## src/rtl/ps2_rx.sv

```systemverilog
// PS/2 keyboard receiver: frames raw scan bytes and folds E0/F0 prefixes into key events.
// Latency: changed/key_valid pulse 1 clk after the stop-bit fall is seen (~3 clk after the pin edge).
// Backpressure: none; the keyboard is clock master, so outputs are pulses the core must catch.
module ps2_rx #(
    parameter bit          CHECK_PARITY = 1'b0,
    parameter logic [15:0] TIMEOUT      = 16'd2000
) (
    input  logic       clk,
    input  logic       reset,
    input  logic       key_clk,
    input  logic       key_data,
    output logic [7:0] data,
    output logic       changed,
    output logic [7:0] key_code,
    output logic       key_released,
    output logic       key_extended,
    output logic       key_valid,
    output logic       frame_error
);

    localparam logic [1:0] S_IDLE   = 2'd0;
    localparam logic [1:0] S_BITS   = 2'd1;
    localparam logic [1:0] S_PARITY = 2'd2;
    localparam logic [1:0] S_STOP   = 2'd3;

    localparam logic [7:0] PFX_EXT = 8'hE0;
    localparam logic [7:0] PFX_REL = 8'hF0;

    logic       kc_s1_q, kc_s2_q, kc_prev_q;
    logic       kd_s1_q, kd_s2_q;
    logic       fall;

    logic [1:0]  state_q,    state_d;
    logic [2:0]  bitcnt_q,   bitcnt_d;
    logic [7:0]  shift_q,    shift_d;
    logic        par_q,      par_d;
    logic [15:0] tmo_q,      tmo_d;
    logic [7:0]  data_q,     data_d;
    logic        changed_q,  changed_d;
    logic [7:0]  code_q,     code_d;
    logic        rel_q,      rel_d;
    logic        ext_q,      ext_d;
    logic        kv_q,       kv_d;
    logic        fe_q,       fe_d;
    logic        ext_pend_q, ext_pend_d;
    logic        rel_pend_q, rel_pend_d;
    logic        parity_ok;

    // Two-flop synchronizers plus the previous synced clock, idling high like the bus
    always_ff @(posedge clk) begin
        if (reset) begin
            kc_s1_q   <= 1'b1;
            kc_s2_q   <= 1'b1;
            kc_prev_q <= 1'b1;
            kd_s1_q   <= 1'b1;
            kd_s2_q   <= 1'b1;
        end else begin
            kc_s1_q   <= key_clk;
            kc_s2_q   <= kc_s1_q;
            kc_prev_q <= kc_s2_q;
            kd_s1_q   <= key_data;
            kd_s2_q   <= kd_s1_q;
        end
    end

    // Comparing against the registered copy catches even a single-cycle low phase
    assign fall      = kc_prev_q & ~kc_s2_q;
    assign parity_ok = (CHECK_PARITY == 1'b0) || (^{shift_q, par_q});

    // Frame FSM, timeout and prefix-folding event layer
    always_comb begin
        state_d    = state_q;
        bitcnt_d   = bitcnt_q;
        shift_d    = shift_q;
        par_d      = par_q;
        tmo_d      = tmo_q;
        data_d     = data_q;
        changed_d  = 1'b0;
        code_d     = code_q;
        rel_d      = rel_q;
        ext_d      = ext_q;
        kv_d       = 1'b0;
        fe_d       = 1'b0;
        ext_pend_d = ext_pend_q;
        rel_pend_d = rel_pend_q;

        if (state_q == S_IDLE) begin
            tmo_d = 16'd0;
            if (fall) begin
                if (!kd_s2_q) begin
                    state_d  = S_BITS;
                    bitcnt_d = 3'd0;
                end else begin
                    fe_d = 1'b1;
                end
            end
        end else if (fall) begin
            tmo_d = 16'd0;
            case (state_q)
                S_BITS: begin
                    shift_d  = {kd_s2_q, shift_q[7:1]};
                    bitcnt_d = bitcnt_q + 3'd1;
                    if (bitcnt_q == 3'd7) begin
                        state_d = S_PARITY;
                    end
                end
                S_PARITY: begin
                    par_d   = kd_s2_q;
                    state_d = S_STOP;
                end
                default: begin
                    state_d = S_IDLE;
                    if (kd_s2_q && parity_ok) begin
                        data_d    = shift_q;
                        changed_d = 1'b1;
                        if (shift_q == PFX_EXT) begin
                            ext_pend_d = 1'b1;
                        end else if (shift_q == PFX_REL) begin
                            rel_pend_d = 1'b1;
                        end else begin
                            code_d     = shift_q;
                            rel_d      = rel_pend_q;
                            ext_d      = ext_pend_q;
                            kv_d       = 1'b1;
                            ext_pend_d = 1'b0;
                            rel_pend_d = 1'b0;
                        end
                    end else begin
                        fe_d = 1'b1;
                    end
                end
            endcase
        end else if (tmo_q >= TIMEOUT) begin
            // Keyboard went quiet mid-frame; pending prefixes survive the drop
            state_d = S_IDLE;
            tmo_d   = 16'd0;
            fe_d    = 1'b1;
        end else begin
            tmo_d = tmo_q + 16'd1;
        end
    end

    // State and output registers; reset wins over any in-flight frame
    always_ff @(posedge clk) begin
        if (reset) begin
            state_q    <= S_IDLE;
            bitcnt_q   <= 3'd0;
            shift_q    <= 8'd0;
            par_q      <= 1'b0;
            tmo_q      <= 16'd0;
            data_q     <= 8'd0;
            changed_q  <= 1'b0;
            code_q     <= 8'd0;
            rel_q      <= 1'b0;
            ext_q      <= 1'b0;
            kv_q       <= 1'b0;
            fe_q       <= 1'b0;
            ext_pend_q <= 1'b0;
            rel_pend_q <= 1'b0;
        end else begin
            state_q    <= state_d;
            bitcnt_q   <= bitcnt_d;
            shift_q    <= shift_d;
            par_q      <= par_d;
            tmo_q      <= tmo_d;
            data_q     <= data_d;
            changed_q  <= changed_d;
            code_q     <= code_d;
            rel_q      <= rel_d;
            ext_q      <= ext_d;
            kv_q       <= kv_d;
            fe_q       <= fe_d;
            ext_pend_q <= ext_pend_d;
            rel_pend_q <= rel_pend_d;
        end
    end

    assign data         = data_q;
    assign changed      = changed_q;
    assign key_code     = code_q;
    assign key_released = rel_q;
    assign key_extended = ext_q;
    assign key_valid    = kv_q;
    assign frame_error  = fe_q;

endmodule

```

## config.mk

```make
export PLATFORM = sky130hd
export DESIGN_NAME = ps2_rx
export DESIGN_NICKNAME = d
export VERILOG_FILES = /design/src/rtl/ps2_rx.sv
export SDC_FILE = /design/constraint.sdc
export NUM_CORES = 1
export LEC_CHECK = 0
export BUFFER_PORTS_ARGS = -buffer_cell sky130_fd_sc_hd__clkbuf_2
export CAP_MARGIN = 20
export CORE_AREA = 4 4 92 111
export DETAILED_ROUTE_END_ITERATION = 8
export DIE_AREA = 0 0 96 115
export PLACE_DENSITY_LB_ADDON = 0.15
export SYNTH_ARGS = -nofsm -noshare
export SYNTH_HDL_FRONTEND = slang
export SYNTH_SLANG_ARGS = --single-unit
```

## constraint.sdc

```tcl
create_clock -name clk -period 1.5 [get_ports clk]
set_clock_uncertainty 0.05 [all_clocks]
set_input_delay 0.075 -clock clk [delete_from_list [all_inputs] [get_ports clk]]
set_output_delay 0.075 -clock clk [all_outputs]
set_load 0.02 [all_outputs]
```

### Word level (Yosys, flattened, before mapping)

Index checks and enable logic that the tools add are counted.

* word-level logic and storage cells: 75
* output and inout bits: 21
* input port bits: 4
* register bits: 57

* magnitude comparators: 1
* eq/ne operators: 9
* reductions and logical operators: 14
* bitwise operators: 8
* add/subtract/negate cells: 2
* mux-type cells: 23

Operators by type and width (count)
* 16-bit by 1-bit adder with 16-bit output, second input constant: 1
* 8-bit == test, second input constant: 2
* 16-bit by 11-bit >= comparator with 1-bit output, second input constant: 1
* 3-bit 2-to-1 mux: 5
* 2-bit 2-to-1 mux: 6
* 1-bit 2-to-1 mux: 11
* 5-bit AND reduction: 2
* 4-bit AND reduction: 2
* 1-bit inverter: 7
* 7-bit OR reduction: 1
* 2-bit inequality test, second input constant: 3
* 3-bit AND reduction: 2
* 6-bit AND reduction: 1
* 5-bit OR reduction: 1
* 4-bit inequality test, second input constant: 1
* 2-bit one-hot mux with 2 select lines: 1
* 2-bit nonzero test: 2
* 4-bit OR reduction: 1
* 3-bit by 1-bit adder with 3-bit output, second input constant: 1
* 3-bit == test, second input constant: 1
* 2-bit by 1-bit == test with 1-bit output, second input constant: 1
* 2-bit == test, second input constant: 1
* 2-bit zero test: 1
* 2-bit OR reduction: 1
* 1-bit AND: 1

### Depth between registers and ports, before layout

Gate-level depths: netlist (run 1).

* depth after elaboration: 5
* depth in mapped cells: 8
* gate-level depth less buffers: 6

### Least setup slack after synthesis (run 1)

OpenSTA, ideal clock, no wires.

* path kind: register to register
* start point: reg state_q[0]
* end point: reg tmo_q[10]
* arrival: 1.523 ns
* stages on the path, launching flop included: 7
* path buffers: 2
* data required time: 1.388 ns
* path slack: -0.135 ns
* setup time: 0.062 ns
* period minus slack after synthesis: 1.635 ns
* path through: dfxtp_1 -> inv_1 -> ha_1 -> buf_2 -> or4_4 -> buf_6 -> nor2_2

* longest elaborated chain between the ends: 2

Ends and longest elaborated chain
* start: declaration: line 33 `logic [1:0] state_q, state_d;`
* start signal: assignment: line 161 `state_q <= state_d;`
* 2-bit zero test: line 87 `if (state_q == S_IDLE) begin`
* 4-bit OR reduction (no source line)
* end signal: assignment: line 165 `tmo_q <= tmo_d;`
* end: declaration: line 37 `logic [15:0] tmo_q, tmo_d;`

Every way passes these cells.
A chain may end at the register's enable or synchronous reset.

### Worst setup path after layout (run 1)

* start point: reg state_q[0]
* end point: reg rel_q (netlist: key_released)

* longest elaborated chain between the ends: 4
* elaborated cells on any way between the ends: 7
* classes of those cells: 2 x eq/ne; 2 x bitwise; 3 x reduce/logical

Ends and longest elaborated chain
* 2-bit == test / 2-bit by 1-bit == test with 1-bit output (equally long branches)
* 2-bit OR reduction (no source line)
* 1-bit inverter (no source line)
* 6-bit AND reduction (no source line) (*)
* end signal: assignment: line 169 `rel_q <= rel_d;`
* end: declaration: line 41 `logic rel_q, rel_d;`

Mark *: on every way between the ends. The rest lies on a longest branch, timed or not.

==> report_table.html, run 1 <==
<table>
<tr><th>Metric</th><th>Value</th></tr>
<tr><th colspan="2">Run status</th></tr>
<tr><td>Run status</td><td>finished with violations</td></tr>
<tr><td>Failing checks</td><td>negative setup slack</td></tr>
<tr><th colspan="2">Logic synthesis</th></tr>
<tr><td>Most instantiated flip-flop cell in the synthesis netlist</td><td>sky130_fd_sc_hd__dfxtp_1</td></tr>
<tr><td>Cell type contributing the most total cell area after synthesis</td><td>sky130_fd_sc_hd__dfxtp_1</td></tr>
<tr><td>Post-synthesis cell count</td><td>240</td></tr>
<tr><td>Most used standard cells in the synthesized netlist</td><td>sky130_fd_sc_hd__dfxtp_1 (57), sky130_fd_sc_hd__nand2_1 (38), sky130_fd_sc_hd__a21oi_1 (26)</td></tr>
<tr><td>Flop and latch count out of synthesis</td><td>57</td></tr>
<tr><td>Number of synthesized flops with an enable pin</td><td>0</td></tr>
<tr><td>Most frequent cell after synthesis</td><td>sky130_fd_sc_hd__dfxtp_1</td></tr>
<tr><td>Cell area after technology mapping</td><td>2240 µm²</td></tr>
<tr><td>Async set-or-reset flop fraction in the synthesized netlist</td><td>0</td></tr>
<tr><td>Top post-synthesis cells by area</td><td>sky130_fd_sc_hd__dfxtp_1 (51%), sky130_fd_sc_hd__nand2_1 (6.4%), sky130_fd_sc_hd__a21oi_1 (5.8%)</td></tr>
<tr><td>Avg Inst Size Synth</td><td>9.35 µm²</td></tr>
<tr><td>Yosys warning total</td><td>0</td></tr>
<tr><td>Synth top area share</td><td>0.509</td></tr>
<tr><td>Number of distinct standard cells referenced by the synthesized netlist</td><td>39</td></tr>
<tr><td>Sequential element share of the synthesized area</td><td>0.509</td></tr>
<tr><th colspan="2">Die</th></tr>
<tr><td>Die H</td><td>115 µm</td></tr>
<tr><td>Die area</td><td>11000 µm²</td></tr>
<tr><td>Number of placement rows</td><td>38</td></tr>
<tr><td>Die X-Extent</td><td>96 µm</td></tr>
<tr><td>Top-Level Pins</td><td>25</td></tr>
<tr><td>Core Area</td><td>9080 µm²</td></tr>
<tr><td>Initial Util</td><td>0.247</td></tr>
<tr><th colspan="2">Power and ir drop</th></tr>
<tr><td>Worst IR drop on VDD</td><td>682 µV</td></tr>
<tr><td>Clock power share</td><td>0.459</td></tr>
<tr><td>Fraction of power spent switching nets</td><td>0.244</td></tr>
<tr><td>Internal Pwr Total</td><td>2.39 mW</td></tr>
<tr><td>Total power per unit cell area</td><td>1040 nW/µm²</td></tr>
<tr><td>Portion of total power attributed to sequential cells</td><td>0.488</td></tr>
<tr><td>Total power consumption of the routed design</td><td>3.17 mW</td></tr>
<tr><td>Reported leakage power</td><td>1.13 nW</td></tr>
<tr><td>Net load switching power</td><td>774 µW</td></tr>
<tr><td>Combinational share of power</td><td>0.053</td></tr>
<tr><th colspan="2">Route</th></tr>
<tr><td>Number of nets with antenna violations after detailed routing</td><td>0</td></tr>
<tr><td>DR vias</td><td>1770</td></tr>
<tr><td>Number of DRC violations after detailed routing</td><td>0</td></tr>
<tr><td>Post-Route WL</td><td>5020 µm</td></tr>
<tr><td>Starting DRT DRC Count</td><td>57</td></tr>
<tr><td>Routed length per placed instance</td><td>11.8 µm</td></tr>
<tr><td>Length of the first detailed-routing pass in iterations</td><td>4</td></tr>
<tr><td>Mean number of vias per cell</td><td>4.16</td></tr>
<tr><th colspan="2">Setup path</th></tr>
<tr><td>Worst Setup Path Type</td><td>reg -&gt; reg</td></tr>
<tr><td>CP Data Arrival Time</td><td>1.67 ns</td></tr>
<tr><td>Crit start category</td><td>flop</td></tr>
<tr><td>Critical path's top delay family</td><td>flip-flops</td></tr>
<tr><td>Type of element capturing the critical path</td><td>flop</td></tr>
<tr><td>Cells along the critical path</td><td>ha_4, nand4b_1, a41oi_4, buf_12, mux2i_2, nor2_1</td></tr>
<tr><td>Critical Path RT</td><td>1.67 ns</td></tr>
<tr><td>Buf+Inv Stages, Crit Path</td><td>1</td></tr>
<tr><td>Longest individual stage delay on the worst path</td><td>0.37 ns</td></tr>
<tr><td>Cell with the largest stage delay on the worst path</td><td>sky130_fd_sc_hd__dfxtp_4</td></tr>
<tr><td>Worst-path maximum fanout</td><td>5</td></tr>
<tr><th colspan="2">Cells and area</th></tr>
<tr><td>Number of cells in the finished layout apart from fillers</td><td>425</td></tr>
<tr><td>Fraction of layout instances using a drive strength above 1</td><td>0.351</td></tr>
<tr><td>Core utilization of the finished layout</td><td>0.334</td></tr>
<tr><td>Count of inserted antenna diode cells</td><td>0</td></tr>
<tr><td>Layout area overhead</td><td>35.1%</td></tr>
<tr><td>Net count reported at finish</td><td>312</td></tr>
<tr><th colspan="2">Global routing</th></tr>
<tr><td>Sum of overflow across all layers after global routing</td><td>0</td></tr>
<tr><td>Pin count of the biggest net entering global routing</td><td>20</td></tr>
<tr><td>Antenna violations before repair</td><td>0</td></tr>
<tr><td>Global-route total usage across every layer</td><td>0.104</td></tr>
<tr><td>First-pass GRT wire length</td><td>8850 µm</td></tr>
<tr><td>Number of global-route vias before repair</td><td>1881</td></tr>
<tr><th colspan="2">Worst hold path</th></tr>
<tr><td>Class of the most critical hold timing path</td><td>in -&gt; reg</td></tr>
<tr><th colspan="2">Clocking</th></tr>
<tr><td>TritonCTS Sinks</td><td>57</td></tr>
<tr><td>Root Buffer Master</td><td>sky130_fd_sc_hd__clkbuf_8</td></tr>
<tr><td>Clock slew at reported path FFs</td><td>0.07 ns</td></tr>
<tr><td>Maximum buffer depth of the clock tree</td><td>2</td></tr>
<tr><td>CTS HTree Levels</td><td>3</td></tr>
<tr><td>CTS tree</td><td>built</td></tr>
<tr><td>Total clock buffers created by CTS</td><td>9</td></tr>
<tr><td>Clock insertion delay at the later pin of the skew report</td><td>0.34 ns</td></tr>
<tr><th colspan="2">Timing</th></tr>
<tr><td>Total count of hold-check failures in the final report</td><td>0</td></tr>
<tr><td>Hold Slack</td><td>0.0310 ns</td></tr>
<tr><td>Worst setup margin</td><td>-0.000760 ns</td></tr>
<tr><td>Final min period</td><td>1.50 ns</td></tr>
<tr><td>Number of endpoints failing setup at the final stage</td><td>1</td></tr>
<tr><td>Max Fclk</td><td>666 MHz</td></tr>
<tr><td>Final-report max-slew violation count</td><td>0</td></tr>
<tr><td>Share of the cycle needed by the critical path after routing</td><td>1.00</td></tr>
<tr><td>Unrepaired setup endpoints after global routing</td><td>yes</td></tr>
<tr><th colspan="2">Placed design</th></tr>
<tr><td>Pre-CTS setup slack</td><td>-0.0559 ns</td></tr>
<tr><td>IO buf count</td><td>24</td></tr>
<tr><td>Placed cell count</td><td>402</td></tr>
<tr><td>Detail Placement HPWL</td><td>3470 µm</td></tr>
<tr><td>RD Place Congestion</td><td>0.722</td></tr>
<tr><th colspan="2">Run</th></tr>
<tr><td>Number of max-capacitance violations reported</td><td>0</td></tr>
</table>
-- per-layer routing --
layer,part of all wire,track usage,vias up
met4,0.0072,0.0342,0
met2,0.49,0.164,27
met1,0.46,0.127,814
li1,-,-,925
met5,0,0,-
met3,0.038,0.0425,4
-- sequential cells by signal, summed over array words and instances, names as in the netlist, 2 cells and up --
signal and flops:
tmo_q 16, data 8, key_code 8, shift_q 8, bitcnt_q 3, state_q 2
-- metrics by stage --
step                cell area, µm²    TNS, ns
floorplan                     2280          0
global placement              2710    -0.0320
detailed placement            2710     -0.257
CTS                           2960   -0.00300
global route                  3030     -0.527
finish                        3030  -0.000760
-- cell type report --
type | instances | area (µm²)
Fill cell | 964 | 6050
Sequential cell | 57 | 1150
Multi-Input combinational cell | 170 | 1100
Timing Repair Buffer | 54 | 392
Tap cell | 120 | 150
Clock buffer | 9 | 124
Clock inverter | 7 | 78.8
Inverter | 8 | 30.0
-- placed cells by master (no fill, tap or decap), drive strengths merged, types with 2 or more instances in the layout --
| cell type | n |
|---|---|
| nor2b | 4 |
| nand2b | 5 |
| mux2i | 5 |
| nor3 | 6 |
| or2 | 6 |
| conb | 5 |
| o21ai | 3 |
| and3 | 4 |
| a211oi | 2 |
| or4 | 2 |
| xnor2 | 4 |
| xor2 | 4 |
| clkbuf | 33 |
| nand4 | 6 |
| buf | 28 |
| nor2 | 24 |
| dfxtp | 57 |
| o211ai | 2 |
| dlygate4sd3 | 2 |
| nand2 | 38 |
| a21oi | 26 |
| clkinvlp | 3 |
| ha | 8 |
| nand3 | 5 |
| inv | 10 |
-- what timing repair did --
action / in CTS / in global routing
setup endpoints to repair: 19 / 22
hold buffers: 2 / 0
gates resized for setup: 5 / 15
endpoints found under the hold margin: 2 / 0
setup buffers: 0 / 4
cloned: 1 / 0
pin swaps: 3 / 6
-- worst paths after layout --
kind	startpoint	end	slack [ns]	cells after the start
worst max-delay path	state_q[0]	key_released	-0.0008	6
worst min-delay path	reset	state_q[0]	0.03	2
worst max register to register	state_q[0]	key_released	-0.0008	6
worst min register to register	kd_s1_q	kd_s2_q	0.36	1
-- cells by family (layout without fill, tap and decap cells) --
logic type	after synthesis	count (layout)	synth area share
buf+inv	18	78	0.0346
fa+ha+maj	8	8	0.0446
other cells	1	5	0.00167
flops	57	57	0.509
xor+xnor	8	8	0.0312
compound gates	38	38	0.105
mux	5	5	0.0223
simple gates	105	106	0.252
-- power by group through the flow --
stage               logic (mW)  clock network (mW)  registers [mW]
detailed placement       0.143                   0            1.58
CTS                      0.150                1.51            1.54
finish                   0.169                1.45            1.54
global route             0.185                1.59            1.55
floorplan               0.0920                   0            1.58
global placement         0.146                   0            1.58
Note: power is estimated with default switching activity, not from simulation.
==> inputs of run 2 (changes only) <==
==> constraint.sdc (replaced) <==
create_clock -name clk -period 1.5 [get_ports clk]
set_clock_uncertainty 0.05 [all_clocks]
set_input_delay 0.3 -clock clk [delete_from_list [all_inputs] [get_ports clk]]
set_output_delay 0.3 -clock clk [all_outputs]
set_load 0.02 [all_outputs]
==> report_table.html, run 2 (same netlist as run 1, synthesis figures left out) <==
<table>
<tr><th>Metric</th><th>Value</th></tr>
<tr><th colspan="2">Power and ir drop</th></tr>
<tr><td>Portion of total power attributed to sequential cells</td><td>0.515 (+0.027)</td></tr>
<tr><td>Combinational share of power</td><td>0.055 (+0.002)</td></tr>
<tr><td>Total power per unit cell area</td><td>1000 nW/µm² (-4.2%)</td></tr>
<tr><td>Net load switching power</td><td>676 µW (-13%)</td></tr>
<tr><td>Clock power share</td><td>0.430 (-0.029)</td></tr>
<tr><td>Reported leakage power</td><td>1.14 nW (+0.45%)</td></tr>
<tr><td>Worst IR drop on VDD</td><td>553 µV (-19%)</td></tr>
<tr><td>Total power consumption of the routed design</td><td>3.00 mW (-5.1%)</td></tr>
<tr><td>Fraction of power spent switching nets</td><td>0.225 (-0.0194)</td></tr>
<tr><td>Internal Pwr Total</td><td>2.33 mW (-2.7%)</td></tr>
<tr><th colspan="2">Setup path</th></tr>
<tr><td>Worst Setup Path Type</td><td>reg -&gt; reg</td></tr>
<tr><td>Worst-path maximum fanout</td><td>5 (unchanged)</td></tr>
<tr><td>Critical path launch point</td><td>state_q[0]</td></tr>
<tr><td>Critical Path RT</td><td>1.67 ns (about the same)</td></tr>
<tr><td>Crit start category</td><td>flop</td></tr>
<tr><td>CP Data Arrival Time</td><td>1.68 ns (about the same)</td></tr>
<tr><td>Type of element capturing the critical path</td><td>flop</td></tr>
<tr><td>Launch instance of the worst register-to-register path</td><td>state_q[0]</td></tr>
<tr><th colspan="2">Timing</th></tr>
<tr><td>Total count of hold-check failures in the final report</td><td>0 (unchanged)</td></tr>
<tr><td>Number of endpoints failing setup at the final stage</td><td>1 (unchanged)</td></tr>
<tr><td>Worst setup margin</td><td>-0.00705 ns (-0.00629 ns)</td></tr>
<tr><td>Final-report max-slew violation count</td><td>0 (unchanged)</td></tr>
<tr><td>Unrepaired setup endpoints after global routing</td><td>yes</td></tr>
<tr><td>Hold Slack</td><td>0.104 ns (+0.0732 ns)</td></tr>
<tr><td>Final min period</td><td>1.51 ns (+0.00629 ns)</td></tr>
<tr><td>Max Fclk</td><td>664 MHz (-0.42%)</td></tr>
<tr><td>Share of the cycle needed by the critical path after routing</td><td>1.00 (+0.00419)</td></tr>
<tr><th colspan="2">Route</th></tr>
<tr><td>Starting DRT DRC Count</td><td>43 (-25%)</td></tr>
<tr><td>Post-Route WL</td><td>5040 µm (+0.52%)</td></tr>
<tr><td>DR vias</td><td>1796 (+1.5%)</td></tr>
<tr><td>Number of nets with antenna violations after detailed routing</td><td>0 (unchanged)</td></tr>
<tr><td>Mean number of vias per cell</td><td>4.25 (+1.9%)</td></tr>
<tr><td>Number of DRC violations after detailed routing</td><td>0 (unchanged)</td></tr>
<tr><td>Length of the first detailed-routing pass in iterations</td><td>4 (unchanged)</td></tr>
<tr><td>Routed length per placed instance</td><td>11.9 µm (+0.99%)</td></tr>
<tr><th colspan="2">Cells and area</th></tr>
<tr><td>Register Area</td><td>1150 µm² (unchanged)</td></tr>
<tr><td>Leading cell type in the layout, fill and taps excluded</td><td>sky130_fd_sc_hd__dfxtp_1</td></tr>
<tr><td>Core utilization of the finished layout</td><td>0.331 (-0.00331)</td></tr>
<tr><td>Multi-input gate area</td><td>1110 µm² (+0.79%)</td></tr>
<tr><td>Leading cell types in the layout, fill and taps excluded</td><td>sky130_fd_sc_hd__dfxtp_1 (52), sky130_fd_sc_hd__nand2_1 (38), sky130_fd_sc_hd__a21oi_1 (26), sky130_fd_sc_hd__buf_4 (26), sky130_fd_sc_hd__clkbuf_2 (24)</td></tr>
<tr><td>Number of flip-flops in the largest register</td><td>16 (unchanged)</td></tr>
<tr><td>Count of inserted antenna diode cells</td><td>0 (unchanged)</td></tr>
<tr><td># fillers</td><td>986 (+2.3%)</td></tr>
<tr><td>Layout area overhead</td><td>33.8%</td></tr>
<tr><td>Fraction of layout instances using a drive strength above 1</td><td>0.353 (+0.00232)</td></tr>
<tr><td>Net count reported at finish</td><td>311 (-0.32%)</td></tr>
<tr><td>Register ranked first by flip-flop count</td><td>tmo_q</td></tr>
<tr><td>Final design instance area without fill</td><td>3000 µm² (-0.99%)</td></tr>
<tr><th colspan="2">Die</th></tr>
<tr><td>Number of placement rows</td><td>38 (unchanged)</td></tr>
<tr><td>Initial Util</td><td>0.247 (unchanged)</td></tr>
<tr><td>Die X-Extent</td><td>96 µm (unchanged)</td></tr>
<tr><td>Core Area</td><td>9080 µm² (unchanged)</td></tr>
<tr><td>Die area</td><td>11000 µm² (unchanged)</td></tr>
<tr><td>Die H</td><td>115 µm (unchanged)</td></tr>
<tr><td>Top-Level Pins</td><td>25 (unchanged)</td></tr>
<tr><th colspan="2">Placed design</th></tr>
<tr><td>Detail Placement HPWL</td><td>3470 µm (about the same)</td></tr>
<tr><td>IO buf count</td><td>24 (unchanged)</td></tr>
<tr><td>Placed Instance Area</td><td>2730 µm² (+0.55%)</td></tr>
<tr><td>RD Place Congestion</td><td>0.721 (-0.21%)</td></tr>
<tr><td>Pre-CTS setup slack</td><td>-0.0602 ns (-0.00433 ns)</td></tr>
<tr><th colspan="2">Clocking</th></tr>
<tr><td>Clock slew at reported path FFs</td><td>0.06 ns (about the same)</td></tr>
<tr><td>Maximum buffer depth of the clock tree</td><td>2 (unchanged)</td></tr>
<tr><td>Total clock buffers created by CTS</td><td>9 (unchanged)</td></tr>
<tr><td>CTS tree</td><td>built</td></tr>
<tr><td>Clock insertion delay at the later pin of the skew report</td><td>0.33 ns (about the same)</td></tr>
<tr><td>TritonCTS Sinks</td><td>57 (unchanged)</td></tr>
<tr><td>CTS HTree Levels</td><td>3 (unchanged)</td></tr>
<tr><td>Root Buffer Master</td><td>sky130_fd_sc_hd__clkbuf_8</td></tr>
<tr><th colspan="2">Worst hold path</th></tr>
<tr><td>Hold path startpoint</td><td>key_data</td></tr>
<tr><td>Class of the most critical hold timing path</td><td>in -&gt; reg</td></tr>
<tr><th colspan="2">Run status</th></tr>
<tr><td>Run status</td><td>finished with violations</td></tr>
<tr><td>Failing checks</td><td>negative setup slack</td></tr>
<tr><th colspan="2">Global routing</th></tr>
<tr><td>First-pass GRT wire length</td><td>8550 µm (-3.3%)</td></tr>
<tr><td>Number of global-route vias before repair</td><td>1818 (-3.3%)</td></tr>
<tr><td>Antenna violations before repair</td><td>0 (unchanged)</td></tr>
<tr><td>Sum of overflow across all layers after global routing</td><td>0 (unchanged)</td></tr>
<tr><td>Global-route total usage across every layer</td><td>0.101 (-0.00271)</td></tr>
<tr><td>Pin count of the biggest net entering global routing</td><td>20 (unchanged)</td></tr>
<tr><th colspan="2">Run</th></tr>
<tr><td>Number of max-capacitance violations reported</td><td>0 (unchanged)</td></tr>
</table>
## run 2: critical path, cell delays in order (launching register included)
cell and delay [ns]:
sky130_fd_sc_hd__dfxtp_4 0.37, sky130_fd_sc_hd__ha_4 0.14, sky130_fd_sc_hd__nand4b_1 0.18, sky130_fd_sc_hd__a41oi_4 0.27, sky130_fd_sc_hd__buf_12 0.15, sky130_fd_sc_hd__mux2i_2 0.19, sky130_fd_sc_hd__nor2_1 0.06
## run 2: cell type report
type,instances,area share
Inverter,8,0.0100
Multi-Input combinational cell,170,0.371
Sequential cell,57,0.384
Tap cell,120,0.0500
Clock inverter,3,0.00500
Timing Repair Buffer,53,0.125
Clock buffer,12,0.0550
## run 2: per-layer routing
metal,vias to the layer above,track usage,part of all wire
met5,-,0,0
met4,0,0.0493,0.014
met3,10,0.0340,0.034
met2,25,0.152,0.48
met1,839,0.128,0.47
li1,922,-,-
## run 2: through the flow
step,std cells,TNS [ns]
CTS,423,-0.0279
global placement,404,-0.0297
detailed placement,404,-0.313
finish,423,-0.00705
global route,423,-0.610
floorplan,244,0
## run 2: power groups by stage
stage	combinational (mW)	clock (mW)	sequential, mW
after floorplan	0.0920	0	1.58
after global placement	0.155	0	1.58
after detailed placement	0.151	0	1.58
after CTS	0.163	1.36	1.55
after global routing	0.185	1.43	1.55
final	0.166	1.29	1.55
## run 2: path summary, 6_finish.rpt
path	cells after the start	endpoint	slack, ns
min reg2reg	1	kd_s2_q	0.36
min	2	kd_s1_q	0.10
max	6	key_code[4]	-0.007
max reg2reg	6	key_code[4]	-0.007
## run 2: repair_timing
| item | in CTS | in global routing |
|---|---|---|
| buffers inserted | 3 | 0 |
| hold buffers | 0 | 0 |
| hold endpoints to repair | 0 | 0 |
| gates cloned | 1 | 0 |
| setup endpoints to repair | 17 | 30 |
| resized for setup | 9 | 9 |
| pin swaps | 4 | 7 |
